File: src/rtl/priority_arbiter.sv
// N-channel request arbiter with selectable fixed-priority or round-robin selection.
// The grant is locked until ack, then re-arbitrated back-to-back.
module priority_arbiter #(
    parameter int N = 8,
    localparam int IDX_W = $clog2(N)
) (
    input  logic             clk,
    input  logic             rst,
    input  logic [N-1:0]     req,
    input  logic             rr_mode,
    input  logic             ack,
    output logic [N-1:0]     gnt,
    output logic [IDX_W-1:0] gnt_idx,
    output logic             gnt_valid,
    output logic             zero
);

    typedef enum logic [0:0] {
        IDLE  = 1'b0,
        GRANT = 1'b1
    } state_t;

    localparam logic [IDX_W-1:0] LAST_IDX = IDX_W'(N - 1);
    localparam logic [IDX_W:0]   N_EXT    = (IDX_W + 1)'(N);

    state_t           state_r;
    state_t           state_nxt_s;
    logic [IDX_W-1:0] ptr_r;
    logic [IDX_W-1:0] ptr_nxt_s;
    logic [IDX_W-1:0] fix_idx_s;
    logic [IDX_W-1:0] rr_idx_s;
    logic [IDX_W:0]   rr_pos_s;
    logic             rr_found_s;
    logic [IDX_W-1:0] win_idx_s;
    logic [N-1:0]     gnt_nxt_s;
    logic [IDX_W-1:0] gnt_idx_nxt_s;
    logic             valid_nxt_s;
    logic             any_req_s;

    assign any_req_s = |req;

    // Fixed priority: highest set index wins, so the last match in the upward scan is kept.
    always_comb begin
        fix_idx_s = '0;
        for (int i = 0; i < N; i++) begin
            if (req[i]) begin
                fix_idx_s = i[IDX_W-1:0];
            end else begin
                fix_idx_s = fix_idx_s;
            end
        end
    end

    // Round-robin: scan upward from ptr with wrap at N, first requester wins.
    always_comb begin
        rr_idx_s   = '0;
        rr_found_s = 1'b0;
        rr_pos_s   = '0;
        for (int k = 0; k < N; k++) begin
            rr_pos_s = {1'b0, ptr_r} + k[IDX_W:0];
            if (rr_pos_s >= N_EXT) begin
                rr_pos_s = rr_pos_s - N_EXT;
            end else begin
                rr_pos_s = rr_pos_s;
            end
            if (!rr_found_s && req[rr_pos_s[IDX_W-1:0]]) begin
                rr_found_s = 1'b1;
                rr_idx_s   = rr_pos_s[IDX_W-1:0];
            end else begin
                rr_found_s = rr_found_s;
            end
        end
    end

    assign win_idx_s = rr_mode ? rr_idx_s : fix_idx_s;

    // Next state and next register values; a grant is only ever changed on arbitration or release.
    always_comb begin
        state_nxt_s   = state_r;
        ptr_nxt_s     = ptr_r;
        gnt_nxt_s     = gnt;
        gnt_idx_nxt_s = gnt_idx;
        valid_nxt_s   = gnt_valid;
        case (state_r)
            IDLE, GRANT: begin
                if ((state_r == IDLE) || ack) begin
                    if (any_req_s) begin
                        state_nxt_s            = GRANT;
                        gnt_nxt_s              = '0;
                        gnt_nxt_s[win_idx_s]   = 1'b1;
                        gnt_idx_nxt_s          = win_idx_s;
                        valid_nxt_s            = 1'b1;
                        ptr_nxt_s              = (win_idx_s == LAST_IDX) ? '0 : win_idx_s + 1'b1;
                    end else begin
                        state_nxt_s   = IDLE;
                        gnt_nxt_s     = '0;
                        gnt_idx_nxt_s = '0;
                        valid_nxt_s   = 1'b0;
                    end
                end else begin
                    state_nxt_s = GRANT;
                end
            end
            default: begin
                state_nxt_s   = IDLE;
                gnt_nxt_s     = '0;
                gnt_idx_nxt_s = '0;
                valid_nxt_s   = 1'b0;
            end
        endcase
    end

    // State, pointer and registered outputs; reset drops any grant at once.
    always_ff @(posedge clk or posedge rst) begin
        if (rst) begin
            state_r   <= IDLE;
            ptr_r     <= '0;
            gnt       <= '0;
            gnt_idx   <= '0;
            gnt_valid <= 1'b0;
            zero      <= 1'b1;
        end else begin
            state_r   <= state_nxt_s;
            ptr_r     <= ptr_nxt_s;
            gnt       <= gnt_nxt_s;
            gnt_idx   <= gnt_idx_nxt_s;
            gnt_valid <= valid_nxt_s;
            zero      <= ~valid_nxt_s;
        end
    end

endmodule

File: config.mk
export PLATFORM = sky130hd
export DESIGN_NAME = priority_arbiter
export DESIGN_NICKNAME = d
export VERILOG_FILES = /design/src/rtl/priority_arbiter.sv
export SDC_FILE = /design/constraint.sdc
export NUM_CORES = 1
export LEC_CHECK = 0
export ABC_AREA = 0
export CAP_MARGIN = 20
export CORE_MARGIN = 2
export CORE_UTILIZATION = 30
export CTS_BUF_LIST = sky130_fd_sc_hd__clkbuf_4 sky130_fd_sc_hd__clkbuf_8
export DETAILED_ROUTE_END_ITERATION = 16
export PLACE_DENSITY = 0.51
export SYNTH_ARGS = -nofsm -noshare
export SYNTH_HDL_FRONTEND = slang
export SYNTH_SLANG_ARGS = --single-unit
export TNS_END_PERCENT = 50
File: constraint.sdc
create_clock -name clk -period 6.9 [get_ports clk]
set_clock_uncertainty 0.1 [all_clocks]
set_input_delay 1.035 -clock clk [delete_from_list [all_inputs] [get_ports clk]]
set_output_delay 1.035 -clock clk [all_outputs]
set_load 0.005 [all_outputs]
== Word-level counts from Yosys, hierarchy flattened ==
Index checks and enable logic that the tools add are counted.
Word-level totals
  register bits after elaboration: 17
  input port bits: 12
  output and inout bits: 13
  logic and storage cells: 116
Cells by class
  add/sub/neg operators: 16
  magnitude comparators: 18
  eq/ne operators: 1
  muxes and demuxes: 55
  bitwise logic cells: 2
  reduce and logical (&&, ||, !) cells: 18
Operators by type and width (count)
  $mux 3: 23
  $lt 3x4->1 const B: 9
  $ge 4x4->1 const B: 7
  $bmux 1 s3: 8
  $sub 3x1->3 const B: 8
  $mux 1: 20
  $add 3x3->4 const B: 4
  $add 3x2->4 const B: 2
  $logic_and 1x1->1: 8
  $mux 8: 1
  $reduce_or 8->1: 1
  $logic_not 1->1: 7
  $add 3x1->4 const B: 1
  $ge 3x4->1 const B: 1
  $mux 2: 2
  $add 3x1->3 const B: 1
  $demux 1 s3: 1
  $eq 3x3->1 const B: 1
  $ge 3x1->1 const B: 1
  $not 1->1: 2
  $reduce_and 2->1: 1
  $logic_or 1x1->1: 1

== Depth between registers and ports, before layout ==
  word-level depth: 32
  mapped depth: 16
  mapped depth without buffers: 13

== Least setup slack after synthesis ==
OpenSTA, ideal clock, no wires.
  path type: input -> register
  start: in req[6]
  end: reg ptr_r[2]
  library setup time: 0.126 ns
  arrival time: 3.586 ns
  required time: 6.674 ns
  path slack: 3.088 ns
  stages: 11
  path buffers: 1
  path through: buf_2 mux4_2 mux2i_2 mux2_2 a211oi_1 o31ai_1 o21ai_2 inv_2 ha_1 and2_1 a221o_1
Between the ends
  word-level cells in the longest chain between the ends: 27
  elaborated cells between the ends (all ways): 53
  those cells by class: add/sub: 1; eq/ne: 1; mux: 35; reduce/logical: 16
RTL lines
  from (decl): line 9  | input logic [N-1:0] req,
  $bmux 1 s3: line 66  | if (!rr_found_s && req[rr_pos_s[IDX_W-1:0]]) begin
  $mux 1 (not written as such): line 66
  $mux 1: line 66
  $logic_not 1->1: line 66
  $logic_and 1x1->1: line 66
  $mux 1: line 66
  $logic_not 1->1: line 66
  $logic_and 1x1->1: line 66
  [11 not listed]
  $logic_and 1x1->1: line 66
  $mux 1: line 66
  $logic_not 1->1: line 66
  $logic_and 1x1->1: line 66
  $mux 3: line 66
  $mux 3: line 75  | assign win_idx_s = rr_mode ? rr_idx_s : fix_idx_s;
  $add 3x1->3 or $eq 3x3->1 (tied branches): line 93  | ptr_nxt_s = (win_idx_s == LAST_IDX) ? '0 : win_idx_s + 1'b1;
  $mux 3: line 93
  to (signal assigned): line 124  | ptr_r <= ptr_nxt_s;
  to (decl): line 28  | logic [IDX_W-1:0] ptr_r;
Several ways; a longest one is shown, not always the timed one. The select of a mux whose other input is x is not followed.
A chain may end at the register's enable or synchronous reset.

== Worst setup path in the final report ==
  start: reg ptr_r[0]
  end: reg ptr_r[2]
Between the ends
  word-level cells in the longest chain between the ends: 29
  elaborated cells between the ends (all ways): 80
  those cells by class: add/sub: 16; order compare: 8; eq/ne: 1; mux: 41; reduce/logical: 14
RTL lines (line)
  branches (longest 25 deep; another with $add 3x1->4)
  $mux 3 *: 66
  $mux 3 *: 75
  $add 3x1->3 or $eq 3x3->1 (tied branches): 93
  $mux 3 *: 93
Every way passes the cells marked *. The select of a mux whose other input is x is not followed.

==> results.json <==
{
  "status": "finished, final reports clean",
  "dpl.hpwl_um": 3560,
  "avgSynthCellArea_um2": 9.77,
  "cts_sinks": 17,
  "finalCritPeriodShare": 0.687,
  "synthAdderAreaFrac": 0.0197,
  "routedWlPerCell_um": 16.7,
  "hold_class": "reg -> reg",
  "finalNetCount": 220,
  "synthesis.nets": 210,
  "grt_usage": 0.139,
  "gr-usage-met3": 0.0109,
  "totalWireLength_um": 4700,
  "die-area_mm2": 0.00700,
  "antenna_left": 0,
  "cts_made_buffers": 3,
  "gp_congestion": 0.813,
  "leakage_uw": 0.000807,
  "h-tree-depth": 1,
  "yosysUniqueCellTypes": 54,
  "drive_above_1_share": 0.172,
  "ir_drop_mv": 0.202,
  "finalPower_uw": 1140,
  "async_flop_share": 1.00,
  "syn_inst": 195,
  "synth-simple-area-share": 0.147,
  "setup_ws_ns": 2.16,
  "area_growth_pct": 13.1,
  "antenna_cells": 0,
  "start_util": 0.305,
  "die_y_um": 83.7,
  "worstPathRequired_ns": 6.94,
  "portBuffers": 24,
  "tightest_slew_ns": 0.911,
  "setup_tns_ns": 0,
  "cp-start-kind": "flop",
  "end_kind": "flop",
  "remaining_drc_errors": 0,
  "ys.flop_type": "dfrtp_1",
  "drv_cap": 0,
  "synth_xor_area_frac": 0.00920,
  "via_per_inst": 5.54,
  "dr_total_vias": 1557,
  "grt_pass1_wl_um": 8000,
  "grt.met1_usage": 0.191,
  "worstPathArrival_ns": 4.78,
  "met2_usage": 0.236,
  "core_area_mm2": 0.00624,
  "final_common_cell": "clkdlybuf4s50_1",
  "antenna_found_initial": 0,
  "timing.fmax_ghz": 0.211,
  "synth_compound_area_frac": 0.204,
  "critPathKind": "reg -> reg",
  "mappedNetlistArea_mm2": 0.00190,
  "ios": 25,
  "pre_cts_slack_ns": 2.18,
  "overflow": 0,
  "busiest_layer": "met2",
  "hold_buffers": 0,
  "drv_slew": 0,
  "grt_max_degree": 23,
  "post-cts-setup-buffers": 0,
  "setup_violations": 0,
  "hold_ws_ns": 0.376,
  "fill_cells": 653,
  "clk_pin_slew_ns": 0.06,
  "grt_pass1_vias": 1539,
  "clkLatencyLatePin_ns": 0.25,
  "yosysWarnings": 0,
  "synth_edf_count": 0,
  "drtIter0Drc": 156,
  "dr.pass1.iters": 4,
  "crit_fanout": 16,
  "finalHoldViolations": 0,
  "synth_top_family_by_area": "multiplexers",
  "root_buffer": "clkbuf_8",
  "ys_ff_latch": 17,
  "min_period_ns": 4.74,
  "slew_headroom": 0.392,
  "final_cell_mix": "24 x clkdlybuf4s50_1, 20 x mux2i_1, 16 x dfrtp_1, 15 x nor2_1, 12 x mux4_2",
  "power_density_mw_per_mm2": 527,
  "post_cts_resized": 0,
  "tritoncts": "yes",
  "synth_mux_area_frac": 0.303,
  "die_x_um": 83.7,
  "ys_seq_area_frac": 0.224,
  "rsz0062_at_grt": "false",
  "core.rowCount": 29,
  "cts_buffer_depth": 2
}
==> metal layers <==
metal,share of wire,wire [µm]
met5,0,0
met3,0.059,278
met4,0.010,48
met2,0.49,2320
met1,0.44,2060
==> state kept, by name, indices dropped and copies added (netlist names) <==
| name | flops |
|---|---|
| state_r | 1 |
| gnt_valid | 1 |
| gnt | 8 |
| gnt_idx | 3 |
| ptr_r | 3 |
| zero | 1 |
==> logic make-up after synthesis <==
| group | count (synthesis) |
|---|---|
| mux | 41 |
| compound gates | 48 |
| simple gates | 53 |
| buf+inv | 31 |
| fa+ha+maj | 3 |
| flops | 17 |
| xor+xnor | 2 |
==> cell usage after synthesis, types with 3 or more instances <==
master     n  share of area
nor3_1     6          0.016
buf_6      4          0.024
mux2i_1   20           0.11
buf_2      8          0.021
nor2_1    15          0.030
mux4_2    12           0.14
o21ai_0   10          0.026
nand2_1    9          0.018
nand2b_1   6          0.020
inv_1     11          0.022
ha_1       3          0.020
a32o_1     8          0.042
a211oi_1   4          0.016
a21oi_1    6          0.016
nand3_1    3         0.0079
nor4_1     3         0.0099
dfrtp_1   16           0.21
mux2_2     6          0.035
==> power by group <==
| group | internal [µW] | switching [µW] |
|---|---|---|
| sequential | 136 | 67.2 |
| clock | 40.1 | 34.4 |
| combinational | 411 | 446 |
| total | 587 | 548 |
==> final cells by class <==
class                   count  area (µm²)  share of cell area
flip-flops and latches     17         427               0.198
clock buffers               3        41.3              0.0192
inverters                  12        45.0              0.0209
multi-input cells         147        1300               0.603
clock inverters             1        5.00             0.00232
repair buffers             24         240               0.112
well taps                  77        96.3              0.0447
==> final timing paths <==
path / slack (ns) / cells past startpoint / start / end
hold / removal: 0.38 / 1 / gnt_valid / zero
max in group asynchronous: 5.23 / 2 / rst / gnt_valid
setup / recovery: 2.16 / 12 / ptr_r[0] / ptr_r[2]
setup reg to reg: 2.16 / 12 / ptr_r[0] / ptr_r[2]
hold reg to reg: 0.38 / 1 / gnt_valid / zero
min in group asynchronous: 1.06 / 2 / rst / gnt[7]
==> critical path: stages (launching register included) <==
cell	delay [ns]
dfrtp_1	0.74
inv_1	0.31
ha_1	0.72
mux4_2	0.66
mux2i_2	0.30
mux2_2	0.37
a211oi_1	0.24
o31ai_1	0.11
o21ai_2	0.28
inv_2	0.11
ha_1	0.22
and2_1	0.15
a221o_1	0.31
==> metrics by stage <==
stage / cell area (µm²) / instances / util
final: 2150 / 281 / 0.345
after global routing: 2150 / 281 / 0.345
after CTS: 2150 / 281 / 0.345
after detailed placement: 2110 / 277 / 0.338
after global placement: 2110 / 277 / 0.338
after floorplan: 1900 / 195 / -
No activity file was read; power rests on OpenSTA's default activity.
==> RTL change 1: new RTL, config.mk and constraints unchanged <==
Make the reset (`rst`) synchronous in one clocked block.
--- a/src/rtl/priority_arbiter.sv
+++ b/src/rtl/priority_arbiter.sv
@@ -113,3 +113,3 @@
     // State, pointer and registered outputs; reset drops any grant at once.
-    always_ff @(posedge clk or posedge rst) begin
+    always_ff @(posedge clk) begin
         if (rst) begin
Formal check against the unedited RTL: differs if rst is asserted again (counterexample within 4 cycles, from zero or initial values and one cycle with rst high); with rst held inactive, the same outputs for 10 cycles.
==> RTL change 1 against the original RTL <==
Hold slack worse by 22 ps; fmax is 9.6% higher; area after synthesis is 3.4% lower; cell area decreased by 0.81%; sequential power fell by 28%; total power decreased by 26%; worst setup slack gained 410 ps; wire length decreased by 4.6%; non-clock buffer count increased by 2; sequential cell count did not move; critical path type unchanged.
==> RTL change 1: results (changes against the original RTL) <==
synth_nets: 215  # was 210
p_leak_nw: 0.738  # was 0.807 nW
synth.area.top_cells: "dfxtp_1 18%, mux4_2 16%, mux2i_1 5.4%"  # was dfrtp_1 21%, mux4_2 14%, mux2i_1 11%
critical_path.max_fanout: 28  # was 16
status: "completed"  # unchanged
fin_cells: 286  # was 281
yosysSeqAreaShare_pct: 18.5  # was 22.4%
synth_cells: 200  # was 195
ir_drop_uv: 145  # was 202 uV
gp_congestion: 0.822  # was 0.813
grt_pass1_vias: 1464  # was 1539
drt_iter0_drc: 92  # was 156
worst-slew-pin-transition_ps: 968  # was 911 ps
die_w_um: 82.3  # was 83.7 um
hpwl_um: 3370  # was 3560 um
yosysUniqueCellTypes: 58  # was 54
synth_ff_type: "dfxtp_1"  # was dfrtp_1
groute.usage.overall_pct: 13.9  # about the same
via_per_inst: 5.58  # was 5.54
grt_pass1_wl_um: 7390  # was 8000 um
arrival_ps: 4400  # was 4780 ps
nNetsFinal: 227  # was 220
internal_power_w: 0.000449  # was 0.000587 W
ys_top_cells_by_count: "17 x dfxtp_1, 17 x nand2_1, 13 x mux4_2"  # was 20 x mux2i_1, 16 x dfrtp_1, 15 x nor2_1
dpl-instance-area_um2: 2090  # was 2110 um^2
drive_above_1_share_pct: 17.5  # was 17.2%
finalWirelength_um: 4490  # was 4700 um
grt_max_degree: 29  # was 23
## RTL change 1: cell count changes in the layout (fill, tap and decap cells not counted), sizes merged, moves of 10 or more
cell,delta
mux2i,-12
dfxtp,+17
o21ai,-10
nand2,+10
nand3,+11
dfrtp,-16
## RTL change 1: layout make-up
class | count | area, um^2
clock buffer | 4 | 48.8
fill | 611 | 3780
tap | 75 | 93.8
sequential | 17 | 340
timing repair buffer | 26 | 255
inverter | 7 | 26.3
multi-input combinational | 157 | 1370
## RTL change 1: per-stage QoR
step | setup slack [ps] | utilization, %
after detailed placement | 2450 | 35.2
final | 2580 | 36.1
after global placement | 2470 | 35.2
after floorplan | 3120 | -
after CTS | 2590 | 36.1
after global routing | 2290 | 36.1
## RTL change 1: layer usage
metal | global-route usage, % | share of wire (%)
met1 | 22.0 | 51
met2 | 20.0 | 45
met3 | 2.39 | 3.7
met4 | 1.83 | 0.49
met5 | 0 | 0
## RTL change 1: cells by family after synthesis
family / Yosys count / synth area share (%)
fa+ha+maj: 3 / 2.04
xor+xnor: 6 / 2.86
compound gates: 48 / 22.4
buf+inv: 26 / 7.00
mux: 28 / 26.0
flops: 17 / 18.5
simple gates: 72 / 21.2
## RTL change 1: worst paths after layout
kind         slack [ps]  cells past startpoint  startpoint    endpoint
max                2580                     12    ptr_r[0]    ptr_r[2]
min                 350                      2  gnt_idx[0]  gnt_idx[0]
max reg2reg        2580                     12    ptr_r[0]    ptr_r[2]
min reg2reg         350                      2  gnt_idx[0]  gnt_idx[0]
## RTL change 1: critical path, stage by stage (launching register included)
cell	delay, ps
dfxtp_1	300
buf_4	310
inv_1	200
ha_1	700
mux2i_1	440
a22oi_1	180
a311o_1	330
a21oi_4	240
a311oi_2	180
a211oi_4	400
ha_1	260
or3b_2	450
o211ai_1	150
## RTL change 1: power by group through the flow
stage | logic [W] | clock network [W] | registers (W)
2_1_floorplan | 0.000507 | 0 | 0.000137
3_3_place_gp | 0.000626 | 0 | 0.000149
3_5_place_dp | 0.000614 | 0 | 0.000149
4_1_cts | 0.000616 | 0.0000796 | 0.000147
5_1_grt | 0.000679 | 0.0000835 | 0.000151
6_report | 0.000617 | 0.0000770 | 0.000146
==> RTL change 2: new RTL, same flow settings <==
Made on the original files. Add an input register stage for `rr_mode`; this delays it by one clock. The other inputs are not delayed to match.
--- a/src/rtl/priority_arbiter.sv
+++ b/src/rtl/priority_arbiter.sv
@@ -24,2 +24,8 @@
     localparam logic [IDX_W:0]   N_EXT    = (IDX_W + 1)'(N);
+
+    logic rr_mode_q;
+
+    always_ff @(posedge clk) begin
+        rr_mode_q <= rr_mode;
+    end
 
@@ -74,3 +80,3 @@
 
-    assign win_idx_s = rr_mode ? rr_idx_s : fix_idx_s;
+    assign win_idx_s = rr_mode_q ? rr_idx_s : fix_idx_s;
 
Formal check against the unedited RTL: not equivalent (Yosys sat finds a counterexample within 4 cycles, from zero or initial values and one cycle with rst high).
==> RTL change 2 against the original RTL <==
Wire length decreased by 11%; largest power group unchanged; core utilization increased by 2.3 points; largest cell class unchanged; sequential cell count increased by 1; cell area decreased by 4.8%; global-route usage increased by 0.22 points; total power decreased by 16%; critical endpoint is now ptr_r[0]; fmax increased by 6.7%; area after synthesis decreased by 8.1%; worst setup slack improved by 300 ps; die area decreased by 7.7%; count of clock-buffer cells in the layout increased by 1.
==> RTL change 2: results (changes against the original RTL) <==
yosysUniqueCellTypes: 60  # was 54
synth_nets: 196  # was 210
grt_use_met1_pct: 19.8  # was 19.1%
r2r_slack_ps: 2460  # was 2160 ps
h-tree-depth: 1  # unchanged
hpwl_um: 3240  # was 3560 um
p_leak_nw: 0.813  # was 0.807 nW
drt_iter0_drc: 63  # was 156
critical_path.max_fanout: 15  # was 16
num_antenna_cells: 0  # unchanged
period_share_pct: 64.4  # was 68.7%
top_regs: "gnt: 8 flops, gnt_idx: 3 flops, ptr_r: 3 flops"  # unchanged
groute.usage.overall_pct: 14.1  # was 13.9%
reg2reg_depth: 11  # was 12
max-slew-margin-rel_pct: 55.8  # was 39.2%
first_pass_iters: 4  # unchanged
portBuffers: 24  # unchanged
post_cts_buffers: 0  # unchanged
grt_max_degree: 18  # was 23
cts-root-buf: "clkbuf_8"  # unchanged
cts.repair.resized: 0  # unchanged
finalWirelength_um: 4190  # was 4700 um
gp_congestion: 0.795  # was 0.813
synth_ff_type: "dfrtp_1"  # unchanged
use_met2_pct: 22.0  # was 23.6%
grtUsageMet3_pct: 3.37  # was 1.09%
nNetsFinal: 216  # was 220
async_flop_share_pct: 94.4  # was 100%
yosysSeqAreaShare_pct: 25.5  # was 22.4%
drive_above_1_share_pct: 17.5  # was 17.2%
nFillCells: 580  # was 653
hp-class: "register to register"  # unchanged
clkSlewWorstSetupHoldPaths_ps: 60  # about the same
critical_path_class: "register to register"  # unchanged
synth.area.top_cells: "dfrtp_1 23%, mux4_2 9.0%, mux2i_1 5.1%"  # was dfrtp_1 21%, mux4_2 14%, mux2i_1 11%
cts.path.max_buffers: 2  # unchanged
via_per_inst: 5.22  # was 5.54
status: "completed"  # unchanged
ys_top_cells_by_count: "20 x nor2_1, 18 x nand2_1, 16 x dfrtp_1"  # was 20 x mux2i_1, 16 x dfrtp_1, 15 x nor2_1
cts_buffers: 3  # unchanged
r2r-start: "ptr_r[0]"  # unchanged
grt_pass1_wl_um: 7120  # was 8000 um
antenna_found_initial: 0  # unchanged
clk_latency_ps: 250  # about the same
r2r-end: "ptr_r[0]"  # was ptr_r[2]
ir_drop_uv: 173  # was 202 uV
grt_pass1_vias: 1432  # was 1539
yosys_warnings: 0  # unchanged
==> RTL change 2: cell types whose count changed after synthesis, moves of 3 or more <==
cell      before  now
mux2i_1       20    9
mux4_2        12    7
nor2_1        15   20
nand2_1        9   18
o31ai_1        2    5
buf_2          8    1
a32o_1         8    3
a211oi_1       4    0
==> RTL change 2: worst min-delay path by stage <==
stage          cells past startpoint  slack, ps  startpoint          to
6_report                           1        370   gnt_valid        zero
3_3_place_gp                       1        360  gnt_idx[0]  gnt_idx[0]
5_1_grt                            2        410      gnt[2]      gnt[2]
2_1_floorplan                      1        350   gnt_valid        zero
3_5_place_dp                       1        360   gnt_valid        zero
4_1_cts                            1        380   gnt_valid        zero
==> RTL change 2: routing by layer <==
layer	share of wire, %	up-vias	routed length [um]
met5	0	-	0
met4	0.88	0	37
met3	4.0	4	166
met2	45	30	1900
met1	50	667	2090
li1	-	720	-
==> RTL change 2: area by class of cell <==
cell class,instances,area share [%]
multi-input cells,145,57.8
flip-flops and latches,18,21.8
repair buffers,24,11.7
well taps,72,4.39
clock buffers,4,2.68
inverters,9,1.65
==> RTL change 2: cell families (layout without fill, tap and decap cells) <==
kind of cell / Yosys count / count (layout) / synth area share (%)
flops: 18 / 18 / 25.5
simple gates: 69 / 69 / 20.7
mux: 24 / 24 / 21.4
buf+inv: 18 / 37 / 6.79
fa+ha+maj: 3 / 3 / 2.14
compound gates: 47 / 47 / 22.4
xor+xnor: 2 / 2 / 1.00
==> RTL change 2: where the power goes <==
group | total, W | leakage [nW] | internal [W] | switching (W)
registers | 0.000192 | 0.216 | 0.000140 | 0.0000528
clock network | 0.0000850 | 0.0288 | 0.0000507 | 0.0000343
logic | 0.000675 | 0.567 | 0.000326 | 0.000349
==> RTL change 2: stage by stage <==
stage,area [um^2],std cells
2_1_floorplan,1750,181
3_3_place_gp,2000,268
3_5_place_dp,2000,268
4_1_cts,2050,272
5_1_grt,2050,272
6_report,2050,272
==> RTL change 2: worst max-delay path, stage by stage, from the launching register on <==
cell,delay [ps]
dfrtp_1,740
inv_1,210
ha_1,650
mux4_1,720
nand2_1,220
a32oi_4,160
nor3_4,410
a221oi_2,130
a2111oi_4,430
ha_1,270
nand3_1,100
a22o_1,190
